### src/rtl/ascon_reg_master.sv
`default_nettype none
// ============================================================================
//  Module   : ascon_reg_master
//  Purpose  : Register-bus initiator for the ASCON accelerator. Writes a
//             320-bit state as 10 x 32-bit words, sets the start bit, polls
//             STATUS until idle, reads the 10 words back and presents them.
//  Options  : ASCON_REG_MASTER_TIMEOUT_EN bounds STATUS polling to POLL_LIMIT
//             reads; without it polling is unbounded.
//  Revision : 1.0 - initial release
// ============================================================================

// Register-bus request/response shared with the accelerator's register slave.
typedef struct packed {
   logic [31:0] addr;
   logic        write;
   logic [31:0] wdata;
   logic [3:0]  wstrb;
   logic        valid;
} reg_req_t;

typedef struct packed {
   logic [31:0] rdata;
   logic        error;
   logic        ready;
} reg_rsp_t;

module ascon_reg_master #(
   parameter logic [31:0] BASE_ADDR     = 32'h0000_0000,
   parameter logic [31:0] STATUS_OFFSET = 32'h0,
   parameter logic [31:0] STATE_OFFSET  = 32'h4,
   parameter int unsigned POLL_LIMIT    = 1024
) (
   input  logic                clk_i,
   input  logic                rst_i,
   input  logic                in_valid_i,
   output logic                in_ready_o,
   input  logic [4:0][63:0]    in_state_i,
   output logic                out_valid_o,
   input  logic                out_ready_i,
   output logic [4:0][63:0]    out_state_o,
   output logic                out_err_o,
   output logic                busy_o,
   output reg_req_t            reg_req_o,
   input  reg_rsp_t            reg_rsp_i
);

   typedef enum logic [2:0] {
      S_IDLE     = 3'd0,
      S_WR_STATE = 3'd1,
      S_WR_START = 3'd2,
      S_POLL     = 3'd3,
      S_RD_STATE = 3'd4,
      S_OUT      = 3'd5
   } state_t;

   localparam logic [3:0] C_LAST_WORD = 4'd9;

   state_t            state_q, state_d;
   logic [3:0]        cnt_q, cnt_d;
   // Both views are word-indexed: word 2k = lane k low half, 2k+1 = high half.
   logic [9:0][31:0]  in_q, in_d;
   logic [9:0][31:0]  res_q, res_d;
   logic              err_q, err_d;
   logic              xfer;
   logic [31:0]       word_addr;

`ifdef ASCON_REG_MASTER_TIMEOUT_EN
   logic [31:0]       poll_q, poll_d;
`else
   // Polling is unbounded in this build, so the limit has no consumer.
   logic              unused_poll_limit;
   assign unused_poll_limit = (POLL_LIMIT == 0);
`endif

   assign word_addr = BASE_ADDR + STATE_OFFSET + {26'd0, cnt_q, 2'b00};

   // Next-state, bus request and handshake outputs.
   always_comb begin
      state_d     = state_q;
      cnt_d       = cnt_q;
      in_d        = in_q;
      res_d       = res_q;
      err_d       = err_q;
`ifdef ASCON_REG_MASTER_TIMEOUT_EN
      poll_d      = poll_q;
`endif
      reg_req_o   = '0;
      in_ready_o  = 1'b0;
      out_valid_o = 1'b0;
      xfer        = 1'b0;

      case (state_q)
         S_IDLE: begin
            in_ready_o = 1'b1;
            if (in_valid_i) begin
               in_d    = in_state_i;
               cnt_d   = 4'd0;
               err_d   = 1'b0;
`ifdef ASCON_REG_MASTER_TIMEOUT_EN
               poll_d  = 32'd0;
`endif
               state_d = S_WR_STATE;
            end
         end

         S_WR_STATE: begin
            reg_req_o.valid = 1'b1;
            reg_req_o.write = 1'b1;
            reg_req_o.addr  = word_addr;
            reg_req_o.wdata = in_q[cnt_q];
            reg_req_o.wstrb = 4'hF;
            xfer = reg_rsp_i.ready;
            if (xfer) begin
               if (reg_rsp_i.error) begin
                  err_d   = 1'b1;
                  state_d = S_OUT;
               end else if (cnt_q == C_LAST_WORD) begin
                  cnt_d   = 4'd0;
                  state_d = S_WR_START;
               end else begin
                  cnt_d = cnt_q + 4'd1;
               end
            end
         end

         S_WR_START: begin
            reg_req_o.valid = 1'b1;
            reg_req_o.write = 1'b1;
            reg_req_o.addr  = BASE_ADDR + STATUS_OFFSET;
            reg_req_o.wdata = 32'h1;
            reg_req_o.wstrb = 4'hF;
            xfer = reg_rsp_i.ready;
            if (xfer) begin
               if (reg_rsp_i.error) begin
                  err_d   = 1'b1;
                  state_d = S_OUT;
               end else begin
                  state_d = S_POLL;
               end
            end
         end

         S_POLL: begin
            reg_req_o.valid = 1'b1;
            reg_req_o.addr  = BASE_ADDR + STATUS_OFFSET;
            xfer = reg_rsp_i.ready;
            if (xfer) begin
               if (reg_rsp_i.error) begin
                  err_d   = 1'b1;
                  state_d = S_OUT;
               end else if (!reg_rsp_i.rdata[0]) begin
                  cnt_d   = 4'd0;
                  state_d = S_RD_STATE;
               end else begin
`ifdef ASCON_REG_MASTER_TIMEOUT_EN
                  poll_d = poll_q + 32'd1;
                  if (poll_q == 32'(POLL_LIMIT - 1)) begin
                     err_d   = 1'b1;
                     state_d = S_OUT;
                  end
`endif
               end
            end
         end

         S_RD_STATE: begin
            reg_req_o.valid = 1'b1;
            reg_req_o.addr  = word_addr;
            xfer = reg_rsp_i.ready;
            if (xfer) begin
               if (reg_rsp_i.error) begin
                  err_d   = 1'b1;
                  state_d = S_OUT;
               end else begin
                  res_d[cnt_q] = reg_rsp_i.rdata;
                  if (cnt_q == C_LAST_WORD) begin
                     state_d = S_OUT;
                  end else begin
                     cnt_d = cnt_q + 4'd1;
                  end
               end
            end
         end

         S_OUT: begin
            out_valid_o = 1'b1;
            if (out_ready_i) begin
               state_d = S_IDLE;
            end
         end

         default: begin
            state_d = S_IDLE;
         end
      endcase
   end

   // State and datapath registers with synchronous reset.
   always_ff @(posedge clk_i) begin
      if (rst_i) begin
         state_q <= S_IDLE;
         cnt_q   <= 4'd0;
         in_q    <= '0;
         res_q   <= '0;
         err_q   <= 1'b0;
`ifdef ASCON_REG_MASTER_TIMEOUT_EN
         poll_q  <= 32'd0;
`endif
      end else begin
         state_q <= state_d;
         cnt_q   <= cnt_d;
         in_q    <= in_d;
         res_q   <= res_d;
         err_q   <= err_d;
`ifdef ASCON_REG_MASTER_TIMEOUT_EN
         poll_q  <= poll_d;
`endif
      end
   end

   assign busy_o      = (state_q != S_IDLE);
   assign out_err_o   = err_q;
   assign out_state_o = res_q;

endmodule

`default_nettype wire

### config.mk
export PLATFORM = sky130hd
export DESIGN_NAME = ascon_reg_master
export DESIGN_NICKNAME = d
export VERILOG_FILES = /design/src/rtl/ascon_reg_master.sv
export SDC_FILE = /design/constraint.sdc
export NUM_CORES = 1
export LEC_CHECK = 0
export CAP_MARGIN = 10
export CORE_AREA = 2 2 294 296
export DETAILED_ROUTE_END_ITERATION = 8
export DIE_AREA = 0 0 296 298
export SETUP_SLACK_MARGIN = 0.1
export SLEW_MARGIN = 20
export SYNTH_ARGS = -nofsm -noshare
export SYNTH_HDL_FRONTEND = slang
export SYNTH_SLANG_ARGS = --single-unit
### constraint.sdc
create_clock -name clk_i -period 3.19 [get_ports clk_i]
set_clock_uncertainty 0.15 [all_clocks]
set_input_delay 0.319 -clock clk_i [delete_from_list [all_inputs] [get_ports clk_i]]
set_output_delay 0.319 -clock clk_i [all_outputs]
set_load 0.02 [all_outputs]
Yosys cells after proc, flatten, opt, wreduce, memory -nomap -nowiden

Index checks and enable logic that the tools add are counted.
W data, S select, Z words.

Register bits after elaboration: 648
Bits in latches: 0
Bits in writable memories: 0
ROM bits: 0
Input port bits: 358
Output and inout port bits: 394
Word-level logic and storage cells: 101
Memories kept: 0

$add $sub $neg: 2
Multipliers: 0
Divide/modulo/power cells: 0
Order comparisons: 2
Equal/unequal tests: 22
Shift operators: 0
Multiplexer cells: 39
Bitwise gates (word level): 1
Reduce and logical (&&, ||, !) cells: 12

Operators by type and width:

| cell                  | count |
|---|---|
| $bwmux W320           | 1 |
| $bmux W32 S4          | 1 |
| $demux W32 S4         | 1 |
| $pmux W37 S2          | 1 |
| $mux W32              | 2 |
| $mux W4               | 10 |
| $mux W3               | 13 |
| $ne A2 B2 Y1 const B  | 11 |
| $pmux W3 S6           | 1 |
| $pmux W4 S4           | 1 |
| $reduce_and A10 Y1    | 1 |
| $ne A3 B3 Y1 const B  | 3 |
| $reduce_and A9 Y1     | 1 |
| $add A3 B6 Y7 const A | 1 |
| $mux W7               | 1 |
| $eq A3 B2 Y1 const B  | 2 |
| $eq A3 B3 Y1 const B  | 2 |
| $mux W1               | 6 |
| $lt A4 B5 Y1 const B  | 1 |
| $add A4 B1 Y4 const B | 1 |
| $eq A4 B4 Y1 const B  | 1 |
| $ge A4 B1 Y1 const B  | 1 |
| $ne A2 B1 Y1 const B  | 2 |
| $reduce_and A4 Y1     | 1 |
| 12 further kinds      | 12 |

Longest topological paths before layout

Gate-level depths: netlist of the first run.

Depth after elaboration: 5
Depth in mapped cells: 12

Worst setup path after synthesis of the first run

No wires, ideal clock.

Path kind: register to register
Start point: register cnt_q[1]
End point: register cnt_q[2]
Arrival time: 2.656 ns
Slack: 0.313 ns
Stages on the path, launching flop included: 12
Path buffers: 4
Cells stage by stage: dfxtp_1 -> clkbuf_1 -> buf_2 -> clkbuf_1 -> inv_1 -> ha_1 -> and3b_1 -> clkbuf_1 -> nor3_1 -> o22ai_1 -> or4_1 -> a21oi_1

Longest elaborated chain between the ends: 5
Elaborated cells between the ends (all ways): 11
Those cells by class: add/sub: 1; eq/ne: 2; mux: 7; reduce/logical: 1

RTL lines:

| item                                          | line     | source |
|---|---|---|
| start, declared                               | 59       | `logic [3:0] cnt_q, cnt_d;` |
| start signal, assigned                        | 211      | `cnt_q <= cnt_d;` |
| $add A4 B1 Y4 or $eq A4 B4 Y1 (tied branches) | --       |  |
| $mux W4 (on tied branches)                    | 176, 117 |  |
| $mux W4 (on tied branches)                    | 171, 114 |  |
| $mux W4 (on tied branches)                    | 170, 113 |  |
| $pmux W4 S4                                   | 92       | `case (state_q)` |

Parallel ways exist; a longest one is shown, timed or not. The select of a mux whose other input is x is not followed.
A chain may end at the register's enable or synchronous reset.

==> results.py, run 1 <==
metrics = {
    "placement": {
        "place_congestion": 0.835,
        "placed_area_sq_um": 34600,
        "hpwl_microns": 76300,
        "io_buffer_count": 724,
        "dp_slack_ps": 65.7,
    },
    "critical_path": {
        "crit_start": "cnt_q[0]$_SDFFE_PP0P_",
        "endpoint_kind": "output port",
        "cp_cell_sequence": "buf_12, buf_4, mux4_2, mux2i_4, buf_6, o22ai_1, buf_4",
        "critPathBufInv": 4,
        "cp_top_family": "multiplexers",
        "crit_required_ps": 2720,
        "worstPathArrival_ps": 2580,
        "slowest_delay_ps": 520,
        "path_depth": 7,
        "critical_path_class": "register to output port",
        "reg2reg_slack_ps": 450,
        "rr_startpoint": "state_q[2]$_SDFFE_PP0P_",
        "worst-path-max-fanout": 11,
        "reg2reg_to": "out_state_o[274]$_SDFFE_PP0P_",
        "reg2reg_depth": 6,
        "cp-start-kind": "register",
        "crit_top_cell": "buf_4",
        "crit_path_top_delay_cell": "mux4_2",
    },
    "power": {
        "ir_drop_mv": 0.370,
        "p_per_area_nw_per_um2": 534,
        "leakage_nw": 12.7,
    },
    "cells_and_area": {
        "diodes": 0,
        "mostFrequentLayoutCells": "1296 x nand2_1, 687 x clkdlybuf4s50_1, 646 x dfxtp_1, 409 x a21oi_1, 240 x a21oi_2",
        "final_common_cell": "nand2_1",
        "regArea_sq_um": 13000,
        "area_growth_pct": 40.5,
        "drive_gt1_share_pct": 15.8,
        "multi_input_area_sq_um": 12300,
        "final_nets": 4139,
        "fill_cells": 8402,
        "finalInstanceArea_sq_um": 37700,
    },
    "clock_tree": {
        "cts_root_buffer": "clkbuf_16",
        "cts_buffers": 73,
        "clkSinkCount": 648,
        "clock_path_buffers": 3,
        "clkSlewWorstSetupHoldPaths_ps": 60,
        "htreeDepth": 3,
        "cts_tree": "built",
        "insertion_delay_ps": 630,
    },
    "synthesis": {
        "synth_edf_count": 0,
        "ys_seq_area_share_pct": 48.4,
        "avgSynthCellArea_sq_um": 8.49,
        "syn_inst": 3157,
        "yosysWarnings": 0,
        "synth.distinct_cells": 46,
        "synth_seq_cells": 648,
        "syn_area_sq_um": 26800,
        "synthArstFlopShare_pct": 0,
        "synth_flop_cell": "dfxtp_1",
    },
    "global_routing": {
        "first_global_vias": 22700,
        "grt-ovfl-total": 0,
        "grt_pass1_wl_microns": 152000,
        "antenna_found_initial": 3,
        "grt_use_total_pct": 23.0,
        "grt_max_degree": 141,
    },
    "floorplan": {
        "die_area_sq_um": 88200,
        "rows": 107,
        "core_sq_um": 84900,
        "io_pins": 752,
        "die_h_microns": 298,
        "die_x_microns": 296,
        "initial_core_util_pct": 31.6,
    },
    "timing": {
        "tightest_slew_ps": 891,
        "rsz0062_at_grt": "true",
        "finalSetupTns_ps": 0,
        "period_needed_ps": 3040,
        "setup-violations-final": 0,
        "post-route-period-util_pct": 95.4,
        "max_freq_mhz": 328,
        "final_hold_viol_count": 0,
        "finalMaxSlewViolations": 0,
        "setup_ws_ps": 145,
        "slew_headroom_pct": 40.6,
    },
    "min_path": {
        "whs_endpoint": "in_q[265]$_SDFFE_PP0P_",
        "min_path_cells": 3,
        "hp-start": "in_state_i[265]",
        "hp-class": "primary input to register",
    },
    "routing": {
        "wire_per_inst_microns": 21.2,
        "detail-route-antenna-nets": 0,
        "dr_total_vias": 23900,
        "first_pass_iters": 5,
        "drt-vias-per-instance": 4.81,
        "routed_wl_microns": 105000,
        "drt_iter0_drc": 1704,
        "drcViolationCount": 0,
    },
    "run_status": {
        "outcome": "finished clean",
    },
    "flow_run": {
        "cap_viol_max_count": 0,
    },
}
-- stage by stage --
step                utilization [%]  power, mW  hold slack, ps  cells
finish                         44.4       20.1            83.3   4977
global route                   44.4       20.8            61.6   4977
CTS                            44.3       20.2            47.2   4969
detailed placement             40.8       11.5             293   4819
global placement               40.8       11.4             290   4819
floorplan                         -       10.2             283   3183
-- timing repair --
action | 4_1_cts | 5_1_grt
setup endpoints to repair | 36 | 21
gates resized for setup | 174 | 26
hold buffers | 1 | 0
buffers inserted | 16 | 7
endpoints found under the hold margin | 1 | 0
gates cloned | 2 | 1
-- sequential cells by signal, summed over array words and instances (netlist names) --
| signal | count |
|---|---|
| state_q | 3 |
| out_err_o | 1 |
| in_q | 320 |
| cnt_q | 4 |
| out_state_o | 320 |
-- synthesized netlist by cell type (14+ instances only) --
library cell | number | share of area [%]
buf_12 | 24 | 1.8
a21oi_2 | 240 | 7.8
o22ai_1 | 32 | 0.75
nor2_1 | 14 | 0.20
buf_2 | 31 | 0.58
clkbuf_1 | 179 | 2.5
mux4_2 | 64 | 5.4
buf_4 | 62 | 1.7
nand2_1 | 1296 | 18
a21oi_1 | 409 | 7.6
dfxtp_1 | 648 | 48
mux2i_1 | 64 | 2.4
-- worst min-delay path, stage by stage --
cell,delay [ps]
clkdlybuf4s50_1,390
nand2_1,50
a21oi_1,50
-- routing by layer --
metal / global-route usage (%) / share of wire, % / routed length [microns]
met1: 29.7 / 41 / 43600
met2: 39.0 / 49 / 51300
met3: 4.20 / 7.3 / 7710
met4: 6.54 / 2.5 / 2610
met5: 0 / 0.026 / 27
-- area by class of cell --
class | instances | share of cell area (%)
Inverter | 6 | 0.0598
Clock inverter | 27 | 0.990
Clock buffer | 104 | 5.59
Tap cell | 1144 | 3.80
Multi-Input combinational cell | 2213 | 32.6
Timing Repair Buffer | 835 | 22.5
Sequential cell | 648 | 34.5
-- cells by family (layout without fill, tap and decap cells) --
logic type	Yosys count	in the layout	synth area share, %
adder cells (fa/ha/maj)	4	4	0.187
AND/OR/NAND/NOR	1352	1352	19.5
flip-flops	648	648	48.4
AO/OA/AOI/OAI	697	697	16.7
multiplexers	129	129	7.81
other	1	27	0.0140
buffers and inverters	322	972	7.29
XOR/XNOR	4	4	0.131
-- how the worst max path moves through the flow --
| stage | to |
|---|---|
| after floorplan | cnt_q[2]$_SDFFE_PP0P_ |
| after global placement | reg_req_o[15] |
| after detailed placement | reg_req_o[22] |
| after CTS | reg_req_o[22] |
| after global routing | reg_req_o[25] |
| final | reg_req_o[28] |
-- where the power goes --
part	internal (mW)	switching [mW]
Clock	5.06	3.61
Sequential	8.45	0.227
Combinational	1.19	1.55
Total	14.7	5.39
Power figures use the tool's default switching activity.
==> run 2: changes to the inputs <==
Settings changed: CORE_AREA 2 2 294 296 to 2 2 290 292, DIE_AREA 0 0 296 298 to 0 0 292 294.
Clock period 3.19 ns to 2.7 ns, I/O delays scaled along.
==> run 2 against run 1 <==
- the run now ends with negative setup slack left
- register-to-register slack worse by 350 ps
- critical path type unchanged
- count of clock-buffer cells in the layout increased by 1
- worst hold slack worse by 40 ps
- die area fell by 2.7%
- critical path depth rose by 2
- largest power group unchanged
- combinational power up 20%
- cell count fell by 0.52%
- sequential share of layout area down 0.25 points
- total power up 16%
==> results.py, run 2 (synthesis gave the netlist of run 1 again) <==
metrics = {
    "floorplan": {
        "io_pins": 752,
        "rows": 106,
        "initial_core_util_pct": 32.3,
        "core_sq_um": 82900,
        "die_x_microns": 292,
        "die_area_sq_um": 85800,
        "die_h_microns": 294,
    },
    "critical_path": {
        "cp-start-kind": "register",
        "critPathBufInv": 6,
        "critical_path_class": "register to output port",
        "worstPathArrival_ps": 2490,
        "reg2reg_depth": 10,
        "path_depth": 9,
        "worst-path-max-fanout": 8,
        "cp_cell_sequence": "buf_6, buf_12, buf_4, buf_4, mux4_2, mux2i_1, buf_4, o22ai_1, buf_2",
        "crit_top_cell": "buf_4",
        "crit_required_ps": 2280,
        "slowest_delay_ps": 420,
        "endpoint_kind": "output port",
        "cp_top_family": "buffers and inverters",
        "crit_path_top_delay_cell": "dfxtp_4",
    },
    "cells_and_area": {
        "area_growth_pct": 41.6,
        "final_nets": 4181,
        "regArea_sq_um": 13000,
        "final_common_cell": "nand2_1",
        "finalInstanceArea_sq_um": 37900,
        "fill_cells": 8030,
        "drive_gt1_share_pct": 16.8,
        "mostFrequentLayoutCells": "1295 x nand2_1, 678 x clkdlybuf4s50_1, 646 x dfxtp_1, 409 x a21oi_1, 240 x a21oi_2",
        "multi_input_area_sq_um": 12300,
    },
    "clock_tree": {
        "cts_buffers": 71,
        "cts_tree": "built",
        "insertion_delay_ps": 620,
        "cts_root_buffer": "clkbuf_16",
        "htreeDepth": 3,
        "clkSlewWorstSetupHoldPaths_ps": 60,
        "clock_path_buffers": 3,
        "clkSinkCount": 648,
    },
    "timing": {
        "setup-violations-final": 31,
        "tightest_slew_ps": 777,
        "hold_ws_ps": 43.0,
        "finalSetupTns_ps": -3870,
        "slew_headroom_pct": 48.0,
        "setup_ws_ps": -210,
        "max_freq_mhz": 344,
        "period_needed_ps": 2910,
        "rsz0062_at_grt": "true",
        "final_hold_viol_count": 0,
        "finalMaxSlewViolations": 0,
        "post-route-period-util_pct": 108,
    },
    "routing": {
        "first_pass_iters": 5,
        "routed_wl_microns": 107000,
        "dr_total_vias": 24400,
        "drt_iter0_drc": 1986,
        "drcViolationCount": 0,
        "wire_per_inst_microns": 21.6,
        "drt-vias-per-instance": 4.93,
        "detail-route-antenna-nets": 0,
    },
    "global_routing": {
        "grt_pass1_wl_microns": 155000,
        "first_global_vias": 23000,
        "grt-ovfl-total": 0,
        "grt_max_degree": 91,
        "grt_use_total_pct": 24.0,
        "antenna_found_initial": 12,
    },
    "power": {
        "ir_drop_mv": 0.455,
        "p_per_area_nw_per_um2": 613,
        "total_power_mw": 23.2,
        "leakage_nw": 13.0,
    },
    "min_path": {
        "hp-class": "primary input to register",
        "min_path_cells": 3,
    },
    "run_status": {
        "violations": "negative setup slack",
        "outcome": "finished with violations",
    },
    "placement": {
        "placed_area_sq_um": 34900,
        "place_congestion": 0.873,
        "hpwl_microns": 78500,
        "io_buffer_count": 724,
    },
    "flow_run": {
        "cap_viol_max_count": 0,
    },
}
## run 2: stage by stage
stage          util, %  instances  worst slack (ps)
2_1_floorplan        -       3183               158
3_3_place_gp      42.2       4793             -39.8
3_5_place_dp      42.2       4793             -63.2
4_1_cts           45.4       4938              -267
5_1_grt           45.8       4950              -296
6_report          45.8       4951              -210
## run 2: where the power goes
group / switching [mW] / leakage [nW] / internal (mW)
Sequential: 0.311 / 5.27 / 9.99
Combinational: 1.84 / 6.58 / 1.43
Clock: 4.04 / 1.11 / 5.63
## run 2: layout make-up
cell class                 instances  area share, %
timing repair buffer             879           23.7
antenna                            4         0.0264
clock buffer                     105           5.37
multi-input combinational       2213           32.5
clock inverter                    16          0.617
inverter                           6         0.0594
sequential                       648           34.2
tap                             1080           3.56
## run 2: path summary, 6_finish.rpt
path / from / slack (ps) / to
worst max-delay path: cnt_q[1]$_SDFFE_PP0P_ / -210 / reg_req_o[20]
worst min register to register: in_q[229]$_SDFFE_PP0P_ / 300 / in_q[229]$_SDFFE_PP0P_
worst max register to register: cnt_q[1]$_SDFFE_PP0P_ / 100 / cnt_q[0]$_SDFFE_PP0P_
worst min-delay path: in_state_i[303] / 40 / in_q[303]$_SDFFE_PP0P_
## run 2: tightest hold or removal path: cells and delay by family
family | cells | cell delay (ps)
simple gates | 1 | 50
compound gates | 1 | 50
buf+inv | 1 | 390
## run 2: timing repair
action                                  in CTS  in global routing
pin swaps                                    0                  3
setup buffers                               21                  9
endpoints found under the setup margin      44                224
hold buffers                                 1                  0
resized for setup                          215                 64
hold endpoints to repair                    34                  0
cloned                                       2                  0
## run 2: layer usage
metal | vias up | wire length [microns] | track usage, %
met5 | - | 65 | 0
li1 | 11600 | - | -
met3 | 154 | 7740 | 4.59
met1 | 11600 | 45200 | 31.3
met4 | 10 | 3580 | 9.09
met2 | 1000 | 50200 | 39.2
